$ cat src/rtl/mem_fill_arbiter_if.sv
// Bus bundle between the two cache fill FSMs, the fill arbiter and main memory.
// The slave modport is the arbiter's view; master is the requester/memory side.
interface mem_fill_arbiter_if #(
  parameter int WORDS = 8
);
  localparam int CW = $clog2(WORDS);

  logic          i_req;
  logic [15:0]   i_addr;
  logic          d_req;
  logic [15:0]   d_addr;
  logic [15:0]   memory_data;
  logic          memory_data_valid;
  logic          mem_en;
  logic [15:0]   memory_address;
  logic          i_grant;
  logic          d_grant;
  logic          i_data_valid;
  logic          d_data_valid;
  logic [15:0]   fill_data;
  logic [CW-1:0] fill_word;
  logic          i_done;
  logic          d_done;

  modport slave (
    input  i_req, i_addr, d_req, d_addr, memory_data, memory_data_valid,
    output mem_en, memory_address, i_grant, d_grant, i_data_valid,
           d_data_valid, fill_data, fill_word, i_done, d_done
  );

  modport master (
    output i_req, i_addr, d_req, d_addr, memory_data, memory_data_valid,
    input  mem_en, memory_address, i_grant, d_grant, i_data_valid,
           d_data_valid, fill_data, fill_word, i_done, d_done
  );
endinterface

$ cat src/rtl/mem_fill_arbiter.sv
// Shares the pipelined memory read port between the I-cache and D-cache fill
// FSMs. A granted fill issues all block word addresses back to back, then
// steers the in-order returning words to the owner and pulses done on the last.
module mem_fill_arbiter #(
  parameter int MEM_LAT = 4,
  parameter int WORDS   = 8
) (
  input logic            clk,
  input logic            rst,
  mem_fill_arbiter_if.slave bus
);
  localparam int CW = $clog2(WORDS);
  localparam int BW = 16 - CW - 1;
  localparam logic [CW-1:0] LAST_WORD = CW'(WORDS - 1);
  // With zero memory latency the final word lands during the last issue cycle.
  localparam bit EARLY_DONE = (MEM_LAT == 0);

  typedef enum logic [1:0] {IDLE, ISSUE, DRAIN} state_t;

  state_t        state, state_nx;
  logic          owner, owner_nx;
  logic          last, last_nx;
  logic [BW-1:0] base, base_nx;
  logic [CW-1:0] iss_cnt, iss_cnt_nx;
  logic [CW-1:0] ret_cnt, ret_cnt_nx;
  logic          active;
  logic          take_word;
  logic          fill_end;
  logic          pick_d;

  // State and fill bookkeeping registers, cleared by synchronous reset.
  always_ff @(posedge clk) begin
    if (rst) begin
      state   <= IDLE;
      owner   <= 1'b0;
      last    <= 1'b0;
      base    <= '0;
      iss_cnt <= '0;
      ret_cnt <= '0;
    end else begin
      state   <= state_nx;
      owner   <= owner_nx;
      last    <= last_nx;
      base    <= base_nx;
      iss_cnt <= iss_cnt_nx;
      ret_cnt <= ret_cnt_nx;
    end
  end

  // Next-state logic: round-robin grant in IDLE, address issue, in-order return counting.
  always_comb begin
    state_nx   = state;
    owner_nx   = owner;
    last_nx    = last;
    base_nx    = base;
    iss_cnt_nx = iss_cnt;
    ret_cnt_nx = ret_cnt;
    active     = (state != IDLE);
    take_word  = active && bus.memory_data_valid;
    fill_end   = take_word && (ret_cnt == LAST_WORD) && ((state == DRAIN) || EARLY_DONE);
    pick_d     = bus.d_req && (!bus.i_req || !last);

    case (state)
      IDLE: begin
        if (bus.i_req || bus.d_req) begin
          owner_nx   = pick_d;
          base_nx    = pick_d ? bus.d_addr[15:16-BW] : bus.i_addr[15:16-BW];
          iss_cnt_nx = '0;
          ret_cnt_nx = '0;
          state_nx   = ISSUE;
        end
      end
      ISSUE: begin
        iss_cnt_nx = iss_cnt + 1'b1;
        if (iss_cnt == LAST_WORD) state_nx = DRAIN;
      end
      DRAIN: begin
        state_nx = DRAIN;
      end
      default: begin
        state_nx = IDLE;
      end
    endcase

    if (take_word) ret_cnt_nx = ret_cnt + 1'b1;

    if (fill_end) begin
      state_nx = IDLE;
      last_nx  = owner;
    end
  end

  // Outputs depend only on registered state and memory returns, never on the requests.
  assign bus.mem_en         = (state == ISSUE);
  assign bus.memory_address = (state == ISSUE) ? {base, iss_cnt, 1'b0} : 16'h0000;
  assign bus.i_grant        = active && !owner;
  assign bus.d_grant        = active && owner;
  assign bus.i_data_valid   = take_word && !owner;
  assign bus.d_data_valid   = take_word && owner;
  assign bus.fill_data      = bus.memory_data;
  assign bus.fill_word      = active ? ret_cnt : '0;
  assign bus.i_done         = fill_end && !owner;
  assign bus.d_done         = fill_end && owner;
endmodule

$ cat src/flat_wrapper.sv
// flat-port wrapper written by rule: the top's interface ports become plain ports
module mem_fill_arbiter_flat 
#(
  parameter int MEM_LAT = 4,
  parameter int WORDS   = 8
)
  (clk, rst, bus_i_req, bus_i_addr, bus_d_req, bus_d_addr, bus_memory_data, bus_memory_data_valid, bus_mem_en, bus_memory_address, bus_i_grant, bus_d_grant, bus_i_data_valid, bus_d_data_valid, bus_fill_data, bus_fill_word, bus_i_done, bus_d_done);
  mem_fill_arbiter_if #(.WORDS(WORDS)) bus_i ();
  input logic clk;
  input logic rst;
  input wire logic [$bits(bus_i.i_req)-1:0] bus_i_req;
  input wire logic [$bits(bus_i.i_addr)-1:0] bus_i_addr;
  input wire logic [$bits(bus_i.d_req)-1:0] bus_d_req;
  input wire logic [$bits(bus_i.d_addr)-1:0] bus_d_addr;
  input wire logic [$bits(bus_i.memory_data)-1:0] bus_memory_data;
  input wire logic [$bits(bus_i.memory_data_valid)-1:0] bus_memory_data_valid;
  output wire logic [$bits(bus_i.mem_en)-1:0] bus_mem_en;
  output wire logic [$bits(bus_i.memory_address)-1:0] bus_memory_address;
  output wire logic [$bits(bus_i.i_grant)-1:0] bus_i_grant;
  output wire logic [$bits(bus_i.d_grant)-1:0] bus_d_grant;
  output wire logic [$bits(bus_i.i_data_valid)-1:0] bus_i_data_valid;
  output wire logic [$bits(bus_i.d_data_valid)-1:0] bus_d_data_valid;
  output wire logic [$bits(bus_i.fill_data)-1:0] bus_fill_data;
  output wire logic [$bits(bus_i.fill_word)-1:0] bus_fill_word;
  output wire logic [$bits(bus_i.i_done)-1:0] bus_i_done;
  output wire logic [$bits(bus_i.d_done)-1:0] bus_d_done;
  assign bus_i.i_req = bus_i_req;
  assign bus_i.i_addr = bus_i_addr;
  assign bus_i.d_req = bus_d_req;
  assign bus_i.d_addr = bus_d_addr;
  assign bus_i.memory_data = bus_memory_data;
  assign bus_i.memory_data_valid = bus_memory_data_valid;
  assign bus_mem_en = bus_i.mem_en;
  assign bus_memory_address = bus_i.memory_address;
  assign bus_i_grant = bus_i.i_grant;
  assign bus_d_grant = bus_i.d_grant;
  assign bus_i_data_valid = bus_i.i_data_valid;
  assign bus_d_data_valid = bus_i.d_data_valid;
  assign bus_fill_data = bus_i.fill_data;
  assign bus_fill_word = bus_i.fill_word;
  assign bus_i_done = bus_i.i_done;
  assign bus_d_done = bus_i.d_done;
  mem_fill_arbiter #(.MEM_LAT(MEM_LAT), .WORDS(WORDS)) u_core (.clk(clk), .rst(rst), .bus(bus_i));
endmodule
$ cat config.mk
export PLATFORM = sky130hd
export DESIGN_NAME = mem_fill_arbiter_flat
export DESIGN_NICKNAME = d
export VERILOG_FILES = /design/src/rtl/mem_fill_arbiter_if.sv /design/src/rtl/mem_fill_arbiter.sv /design/src/flat_wrapper.sv
export SDC_FILE = /design/constraint.sdc
export NUM_CORES = 1
export LEC_CHECK = 0
export ABC_CLOCK_PERIOD_IN_PS = 1400
export CAP_MARGIN = 15
export CORE_UTILIZATION = 32
export DETAILED_ROUTE_END_ITERATION = 10
export PLACE_DENSITY = 0.77
export SLEW_MARGIN = 20
export SYNTH_ARGS = -nofsm -noshare
export SYNTH_HDL_FRONTEND = slang
export SYNTH_SLANG_ARGS = --single-unit
export TNS_END_PERCENT = 30
$ cat constraint.sdc
create_clock -name clk -period 1.4 [get_ports clk]
set_input_delay 0.14 -clock clk [delete_from_list [all_inputs] [get_ports clk]]
set_output_delay 0.14 -clock clk [all_outputs]
set_load 0.02 [all_outputs]
After elaboration in Yosys (flattened, before gate mapping)
Cells that the tools add are included.
{"block": "classes", "n_mux": 10, "add_sub_neg": 2, "n_reduce_logical": 25, "eq_ne": 6}
{"cell": "$mux W16", "n": 1}
{"cell": "$mux W12", "n": 1}
{"cell": "$mux W3", "n": 4}
{"cell": "$logic_and A1 B1 Y1", "n": 10}
{"cell": "$reduce_and A2 Y1", "n": 4}
{"cell": "$reduce_bool A2 Y1", "n": 4}
{"cell": "$add A3 B1 Y3 const B", "n": 2}
{"cell": "$eq A3 B3 Y1 const B", "n": 2}
{"cell": "$pmux W2 S3", "n": 1}
{"cell": "$pmux W3 S2", "n": 1}
{"cell": "$mux W2", "n": 2}
{"cell": "$ne A2 B1 Y1 const B", "n": 2}
{"cell": "$logic_not A1 Y1", "n": 3}
{"cell": "$eq A2 B1 Y1 const B", "n": 1}
{"cell": "$eq A2 B2 Y1 const B", "n": 1}
{"cell": "$logic_not A2 Y1", "n": 1}
{"cell": "$logic_or A1 B1 Y1", "n": 2}
{"cell": "$reduce_or A2 Y1", "n": 1}
{"block": "totals", "elab_cells": 49, "ff_bits": 22}

Logic depth before layout (Yosys ltp)
Gate-level depths: netlist (run 1).
{"block": "logic_depth", "word_depth": 5, "mapped_depth": 7}

Worst setup path after synthesis (run 1)
No wires, ideal clock.
{"block": "synth_path", "path_type": "register to output", "from": "register u_core.state[1]", "to": "output port bus_memory_address[10]", "path_stages_with_launch": 6, "setup_slack_ns": -0.158, "arrival_time_ns": 1.418, "required_time_ns": 1.260, "path_buffers": 2, "path_cell_list": "dfxtp_1 -> inv_1 -> ha_1 -> clkbuf_1 -> clkbuf_1 -> and2_1"}
{"block": "synth_via", "elab_chain_cells": 2}
{"element": "start: declaration", "line_no": "mem_fill_arbiter.sv:20", "text": "state_t state, state_nx;"}
{"element": "start signal: assignment", "line_no": "mem_fill_arbiter.sv:41", "text": "state <= state_nx;"}
{"element": "$eq A2 B1 Y1"}
{"element": "net bus_mem_en", "line_no": "flat_wrapper.sv:17", "text": "output wire logic [$bits(bus_i.mem_en)-1:0] bus_mem_en;"}
{"element": "$mux W16", "line_no": "mem_fill_arbiter.sv:95", "text": "assign bus.memory_address = (state == ISSUE) ? {base, iss_cnt, 1'b0} : 16'h0000;"}
{"element": "end: declaration", "line_no": "flat_wrapper.sv:18", "text": "output wire logic [$bits(bus_i.memory_address)-1:0] bus_memory_address;"}
The timed path passes the listed nets, and every way through them passes these cells.

Final worst setup path (run 1)
{"block": "layout_path", "from": "register u_core.state[1]", "to": "output port bus_i_done"}
{"block": "layout_via", "elab_chain_cells": 5}
{"element": "$reduce_bool A2 Y1", "line_no": "mem_fill_arbiter.sv:58", "text": "active = (state != IDLE);"}
{"element": "$logic_and A1 B1 Y1", "line_no": "mem_fill_arbiter.sv:59", "text": "take_word = active && bus.memory_data_valid;"}
{"element": "$logic_and A1 B1 Y1", "line_no": "mem_fill_arbiter.sv:60", "text": "fill_end = take_word && (ret_cnt == LAST_WORD) && ((state == DRAIN) || EARLY_DONE);"}
{"element": "$logic_and A1 B1 Y1 (*)", "line_no": "mem_fill_arbiter.sv:60"}
{"element": "$logic_and A1 B1 Y1 (*)", "line_no": "mem_fill_arbiter.sv:102", "text": "assign bus.i_done = fill_end && !owner;"}
{"element": "end: declaration", "line_no": "flat_wrapper.sv:25", "text": "output wire logic [$bits(bus_i.i_done)-1:0] bus_i_done;"}
Every way passes the cells marked *; elsewhere a longest branch is shown, timed or not.

==> flow_summary.toml, run 1 <==
[run_status]
outcome = "finished with violations"
failed_checks = "setup timing"

[setup_path]
r2r_cells = 6
crit_type = "flop to primary output"
timing.critical_path.fanout_max = 4
worstSetupStartpointType = "flop"
worst_ep_arrival_time_ns = 1.32
crit_start = "u_core.state[1]$_SDFFE_PP0P_"
worst_ep_required_time_ns = 1.26
worstReg2RegEnd = "u_core.state[1]$_SDFFE_PP0P_"
worstReg2RegStart = "u_core.state[1]$_SDFFE_PP0P_"
worstSetupEndpoint = "bus_i_done"
critPathCaptureType = "primary output"
r2r_setup_slack_ns = 0.01

[clock_network]
reg_clk_slew_reported_paths_ns = 0.08
root_buffer = "sky130_fd_sc_hd__clkbuf_8"
cts.sink_count = 22
cts_hold_buffers = 0
ctsHtreeMaxLevel = 1
buffer_depth_of_the_longest_clock_path = 2
total_cts_buffers = 3
worstSkewPairLatency_ns = 0.26
clock_tree_from_tritoncts = "done"

[die]
fp.dieArea_um2 = 4550
fp.dieH_um = 67.4
ios = 95
floorplan.core_area_um2 = 4060
initial_core_util_pct = 33.8
number_of_placement_rows = 23
dieWidth_um = 67.4

[global_route]
gr-usage-all-layers_pct = 16.5
vias_in_the_first_global_route = 1183
wire_length_of_the_first_global_routing_pass_mm = 5.48
grt_start_max_net_pins = 13
antenna_violations_before_repair = 0
overall_overflow_remaining_after_global_route = 0

[route]
avgRoutedWirePerCell_um = 13.0
antenna_left = 0
routed_via_count = 1348
first_iter_violations = 40
met2WireLength_mm = 1.79
met3_length_um = 205
wl_mm = 3.64
vias_per_cell = 4.80
drc = 0
route.top_layer_used = "met4"
wl_met1_mm = 1.59
drt_pass1_iterations = 4

[final_layout]
diodes = 0
final_net_count = 293
drive_gt1_share_pct = 41.6
syn2layout_area_growth_pct = 61.6
final_design_area_no_fill_um2 = 2210

[timing]
fin_worst_skew_ns = 0.00219
final_critical_path_setup_slack_ns = -0.0602
rsz0062_at_grt = "yes"
min_period_over_period_pct = 104
final-setup-viol-count = 16
drv_slew = 0
max_clock_freq_mhz = 685
hold_ws_ns = 0.280
final_hold_viol_count = 0
finalWorstPathRequiredPeriod_ns = 1.46

[synth]
syn-num-nets = 234
synth_top_area_share_pct = 32.1
yosys.cell_count.top_type = "sky130_fd_sc_hd__dfxtp_1"
synth.avg_cell_area_um2 = 7.92
post_synth_instance_area_um2 = 1370
yosys_warnings = 0
synth-main-ff-cell = "sky130_fd_sc_hd__dfxtp_1"
synth_top_cells_by_count = "sky130_fd_sc_hd__dfxtp_1, sky130_fd_sc_hd__nor2_1, sky130_fd_sc_hd__a21oi_1, sky130_fd_sc_hd__buf_4, sky130_fd_sc_hd__and2_1"
yosysUniqueCellTypes = 27
proportion_of_synthesized_chip_area_in_sequential_cells_pct = 32.1
syn_inst = 173
post_synth_main_area_contributors = "sky130_fd_sc_hd__dfxtp_1, sky130_fd_sc_hd__buf_4, sky130_fd_sc_hd__a21oi_1, sky130_fd_sc_hd__ha_1, sky130_fd_sc_hd__and2_1"
synth-edff-count = 0
ys_async_sr_fraction_pct = 0
synth-seq-cells = 22
post-synth-top-area-cell = "sky130_fd_sc_hd__dfxtp_1"

[power_and_ir_drop]
ir_drop_uv = 926
totalPowerFinal_mw = 3.82
p_per_area_nw_per_um2 = 1730
pleak_nw = 0.946

[job]
drv_cap = 0

[min_path]
hp-start = "bus_memory_data[11]"
worstHoldPathType = "input port to primary output"

[placed_design]
port-buffer-count = 53
detailedPlacementHpwl_mm = 2.61
placed_instance_area_um2 = 2000
gp_congestion = 0.814
detailedPlace.worstSlack_ns = -0.301
==> routing by layer <==
metal	GRT usage, %	vias to the layer above
li1	-	679
met1	19.8	624
met2	27.9	37
met3	3.72	8
met5	0	-
met4	7.45	0
==> report_power, final <==
group / total (mW) / internal (mW) / switching (mW) / leakage [nW]
clock network: 0.454 / 0.251 / 0.204 / 0.0288
logic: 2.43 / 1.24 / 1.18 / 0.735
registers: 0.939 / 0.823 / 0.116 / 0.183
total: 3.82 / 2.32 / 1.50 / 0.946
==> worst min-delay path by stage <==
stage                                   endpoint  slack (ns)  cells after the start
detailed placement             bus_fill_data[10]        0.28                      0
global route                    bus_fill_data[9]        0.28                      0
CTS                            bus_fill_data[10]        0.28                      0
finish                         bus_fill_data[11]        0.28                      0
global placement               bus_fill_data[10]        0.28                      0
floorplan           u_core.base[11]$_SDFFE_PP0P_        0.28                      2
==> area by class of cell <==
| type | count | area (um^2) |
|---|---|---|
| Fill cell | 374 | 1840 |
| Multi-Input combinational cell | 122 | 872 |
| Timing Repair Buffer | 80 | 764 |
| Sequential cell | 22 | 445 |
| Tap cell | 50 | 62.6 |
| Clock buffer | 4 | 55.1 |
| Inverter | 3 | 13.8 |
==> through the flow <==
stage / setup TNS [ns] / utilization, % / cells
after detailed placement: -7.41 / 49.2 / 273
after global routing: -1.70 / 54.5 / 281
final: -0.341 / 54.5 / 281
after CTS: -0.543 / 52.0 / 279
after global placement: -6.43 / 49.2 / 273
after floorplan: -0.158 / - / 173
==> worst max-delay path, stage by stage (launching register included) <==
cell                       delay, ns
sky130_fd_sc_hd__dfxtp_2        0.35
sky130_fd_sc_hd__inv_4          0.05
sky130_fd_sc_hd__ha_4           0.16
sky130_fd_sc_hd__nand4b_1       0.22
sky130_fd_sc_hd__nor2_1         0.13
sky130_fd_sc_hd__buf_4          0.14
==> repair_timing <==
item	in CTS	in global routing
pin swaps	14	8
endpoints found under the setup margin	37	34
setup buffers	1	1
gates cloned	1	1
gates resized for setup	156	27
==> cells in the final DEF, fill, tap and decap left out <==
cell type and n:
sky130_fd_sc_hd__a211oi_1 5, sky130_fd_sc_hd__a211oi_2 7, sky130_fd_sc_hd__a21bo_2 1, sky130_fd_sc_hd__a21boi_2 1
sky130_fd_sc_hd__a21oi_1 20, sky130_fd_sc_hd__a22oi_1 1, sky130_fd_sc_hd__and2_1 2, sky130_fd_sc_hd__and2_4 13
sky130_fd_sc_hd__buf_12 2, sky130_fd_sc_hd__buf_2 4, sky130_fd_sc_hd__buf_4 25, sky130_fd_sc_hd__buf_6 21
sky130_fd_sc_hd__clkbuf_8 4, sky130_fd_sc_hd__clkdlybuf4s50_1 28, sky130_fd_sc_hd__conb_1 1, sky130_fd_sc_hd__dfxtp_1 18
sky130_fd_sc_hd__dfxtp_2 4, sky130_fd_sc_hd__ha_1 4, sky130_fd_sc_hd__ha_4 4, sky130_fd_sc_hd__inv_1 1
sky130_fd_sc_hd__inv_2 1, sky130_fd_sc_hd__inv_4 1, sky130_fd_sc_hd__mux2i_1 1, sky130_fd_sc_hd__nand2_1 14
sky130_fd_sc_hd__nand2b_1 3, sky130_fd_sc_hd__nand2b_2 1, sky130_fd_sc_hd__nand3_1 7, sky130_fd_sc_hd__nand3b_1 1
sky130_fd_sc_hd__nand4b_1 1, sky130_fd_sc_hd__nor2_1 18, sky130_fd_sc_hd__nor2_2 3, sky130_fd_sc_hd__nor2b_1 4
sky130_fd_sc_hd__nor2b_4 1, sky130_fd_sc_hd__nor3b_4 1, sky130_fd_sc_hd__o21a_1 1, sky130_fd_sc_hd__o21ai_0 5
sky130_fd_sc_hd__o21ai_2 1, sky130_fd_sc_hd__or3b_4 1
==> logic make-up after synthesis <==
logic type,count (synthesis),synth area share [%]
simple gates,70,25.8
mux,1,0.731
buf+inv,29,13.6
other cells,1,0.274
fa+ha+maj,8,7.31
flops,22,32.1
compound gates,42,20.1
==> flip-flops by register name, indices dropped and copies added, names as in the netlist <==
name and flops:
u_core.base 12, u_core.state 2, u_core.last 1, u_core.owner 1
u_core.ret_cnt 3, u_core.iss_cnt 3
Power figures use the tool's default switching activity.
==> run 2: changes to the inputs <==
- GPL_TIMING_DRIVEN: not set -> 0
- PLACE_DENSITY: 0.77 -> 0.8
==> run 2 against run 1 <==
  * Cell area grew 8.4%
  * The run still ends with setup timing left
  * Sequential share of layout area shrank 1.5 points
  * Final cell count grew 9.3%
  * Hold slack gained 0.15 ns
  * Total power grew 1.6%
  * Worst setup slack lost 0.056 ns
==> flow_summary.toml, run 2 (synthesized netlist as in run 1, its figures left out) <==
[run_status]
outcome = "finished with violations"
failed_checks = "setup timing"

[clock_network]
cts.sink_count = 22
ctsHtreeMaxLevel = 1
worstSkewPairLatency_ns = 0.26
reg_clk_slew_reported_paths_ns = 0.08
cts_hold_buffers = 0
buffer_depth_of_the_longest_clock_path = 2
total_cts_buffers = 3
root_buffer = "sky130_fd_sc_hd__clkbuf_8"
clock_tree_from_tritoncts = "done"

[route]
met3_length_um = 197
first_iter_violations = 75
drc = 0
vias_per_cell = 4.73
routed_via_count = 1452
route.top_layer_used = "met4"
wl_met1_mm = 1.65
antenna_left = 0
avgRoutedWirePerCell_um = 12.8
wl_mm = 3.93
met2WireLength_mm = 2.03
drt_pass1_iterations = 4

[power_and_ir_drop]
netSwitchingFraction_pct = 39.8
combPwrFrac_pct = 64.9
power.sequential.fraction_pct = 25.2
power.clock.fraction_pct = 9.9
power_report.internal_total_mw = 2.34
p_switching_mw = 1.54
pleak_nw = 1.07
p_per_area_nw_per_um2 = 1620
ir_drop_uv = 602

[final_layout]
final_cell_count_no_fill = 307
syn2layout_area_growth_pct = 75.2
final_design_area_no_fill_um2 = 2400
final_net_count = 320
diodes = 0
mostFrequentLayoutCells = "sky130_fd_sc_hd__clkdlybuf4s50_1, sky130_fd_sc_hd__buf_4, sky130_fd_sc_hd__a21oi_1"
largest_register_ffs = 12
register_name_with_the_most_flops = "u_core.base"
drive_gt1_share_pct = 37.0
final_core_utilization_pct = 59.1
layout_commonest_cell = "sky130_fd_sc_hd__clkdlybuf4s50_1"
layout_top_registers = "u_core.base: 12 flops, u_core.iss_cnt: 3 flops, u_core.ret_cnt: 3 flops"

[setup_path]
worstReg2RegStart = "u_core.state[0]$_SDFFE_PP0P_"
crit_cells = 6
worst_ep_arrival_time_ns = 1.38
worstSetupStartpointType = "flop"
critical_path.most_common_cell = "sky130_fd_sc_hd__buf_6"
r2r_cells = 7
worst_ep_required_time_ns = 1.26
crit_type = "flop to primary output"
critical-path-top-delay-family = "flip-flops"
timing.critical_path.fanout_max = 6
critPathCaptureType = "primary output"
critPathSlowestCell = "sky130_fd_sc_hd__dfxtp_4"
worstReg2RegEnd = "u_core.base[2]$_SDFFE_PP0P_"
max_stage_delay_ns = 0.38
crit_start = "u_core.state[0]$_SDFFE_PP0P_"
critPathBufInv = 3
path_cells = "inv_4 -> ha_4 -> buf_6 -> nand2b_4 -> nor2_4 -> buf_6"
r2r_setup_slack_ns = -0.06
worstSetupEndpoint = "bus_i_data_valid"

[timing]
hold_ws_ns = 0.430
slew-limit-headroom_pct = 61.8
final_hold_viol_count = 0
finalWorstPathRequiredPeriod_ns = 1.52
max_clock_freq_mhz = 659
min_period_over_period_pct = 108
final_critical_path_setup_slack_ns = -0.116
drv_slew = 0
final-setup-viol-count = 32
fin_worst_skew_ns = 0.00215
rsz0062_at_grt = "yes"
slew_at_the_pin_closest_to_its_max_slew_limit_ns = 0.573

[die]
fp.dieH_um = 67.4
initial_core_util_pct = 33.8
ios = 95
floorplan.core_area_um2 = 4060
number_of_placement_rows = 23
dieWidth_um = 67.4
fp.dieArea_um2 = 4550

[global_route]
gr-usage-all-layers_pct = 17.1
wire_length_of_the_first_global_routing_pass_mm = 5.91
antenna_violations_before_repair = 0
overall_overflow_remaining_after_global_route = 0
grt_start_max_net_pins = 12
vias_in_the_first_global_route = 1321

[placed_design]
detailedPlace.worstSlack_ns = -0.689
port-buffer-count = 69
placed_cells = 292
gp_congestion = 0.707
placed_instance_area_um2 = 2140
detailedPlacementHpwl_mm = 2.79

[job]
drv_cap = 0

[min_path]
worstHoldPathType = "input port to flop"
==> run 2: cell types whose count changed in the layout (fill, tap and decap cells not counted), sizes merged <==
cell and change:
clkbuf +5, dlymetal6s2s +2, clkdlybuf4s50 +14, buf +5
==> run 2: metal layers <==
layer | vias to the layer above | track usage (%)
met3 | 4 | 1.52
met1 | 660 | 21.2
met4 | 0 | 6.38
met2 | 52 | 30.5
met5 | - | 0
li1 | 736 | -
==> run 2: worst min-delay path: stages <==
cell	delay, ns
sky130_fd_sc_hd__clkdlybuf4s50_1	0.39
sky130_fd_sc_hd__nand2_1	0.06
sky130_fd_sc_hd__a211oi_1	0.05
==> run 2: power by group through the flow <==
stage | Clock (mW) | Sequential, mW | Combinational (mW)
finish | 0.386 | 0.978 | 2.52
global route | 0.431 | 1.01 | 2.71
CTS | 0.395 | 0.972 | 2.36
detailed placement | 0 | 0.942 | 1.83
global placement | 0 | 0.928 | 1.78
floorplan | 0 | 0.903 | 1.21
==> run 2: how the worst min path moves through the flow <==
| stage | slack, ns | start | endpoint | cells past startpoint |
|---|---|---|---|---|
| global route | 0.45 | bus_i_addr[4] | u_core.base[0]$_SDFFE_PP0P_ | 3 |
| finish | 0.43 | bus_i_addr[4] | u_core.base[0]$_SDFFE_PP0P_ | 3 |
| floorplan | 0.28 | bus_i_addr[15] | u_core.base[11]$_SDFFE_PP0P_ | 2 |
| detailed placement | 0.48 | u_core.ret_cnt[1]$_SDFFE_PP0P_ | u_core.ret_cnt[1]$_SDFFE_PP0P_ | 2 |
| global placement | 0.47 | u_core.ret_cnt[1]$_SDFFE_PP0P_ | u_core.ret_cnt[1]$_SDFFE_PP0P_ | 2 |
| CTS | 0.43 | bus_i_addr[4] | u_core.base[0]$_SDFFE_PP0P_ | 3 |
==> run 2: what timing repair did <==
| item | in CTS | in global routing |
|---|---|---|
| pin swaps | 13 | 7 |
| buffers inserted | 8 | 1 |
| endpoints found under the setup margin | 46 | 43 |
| cloned | 2 | 1 |
| gates resized for setup | 161 | 22 |
==> run 2: cell type report <==
| type | count | area [um^2] |
|---|---|---|
| fill | 369 | 1660 |
| sequential | 22 | 447 |
| buffer | 26 | 218 |
| clock buffer | 3 | 41.3 |
| inverter | 3 | 16.3 |
| multi-input combinational | 122 | 845 |
| timing repair buffer | 81 | 771 |
| tap | 50 | 62.6 |
==> run 2: metrics by stage <==
stage          total power [mW]  TNS, ns
6_report                   3.88    -1.96
5_1_grt                    4.15    -4.87
4_1_cts                    3.72    -2.49
3_5_place_dp               2.77   -16.47
3_3_place_gp               2.71   -15.39
2_1_floorplan              2.12   -0.158
==> run 3: changes to the inputs <==
- HOLD_SLACK_MARGIN: not set -> 0.02
- SLEW_MARGIN: 20 -> not set
==> results of run 3 <==
Final layout, timing and power as in run 2 (identical DEF).
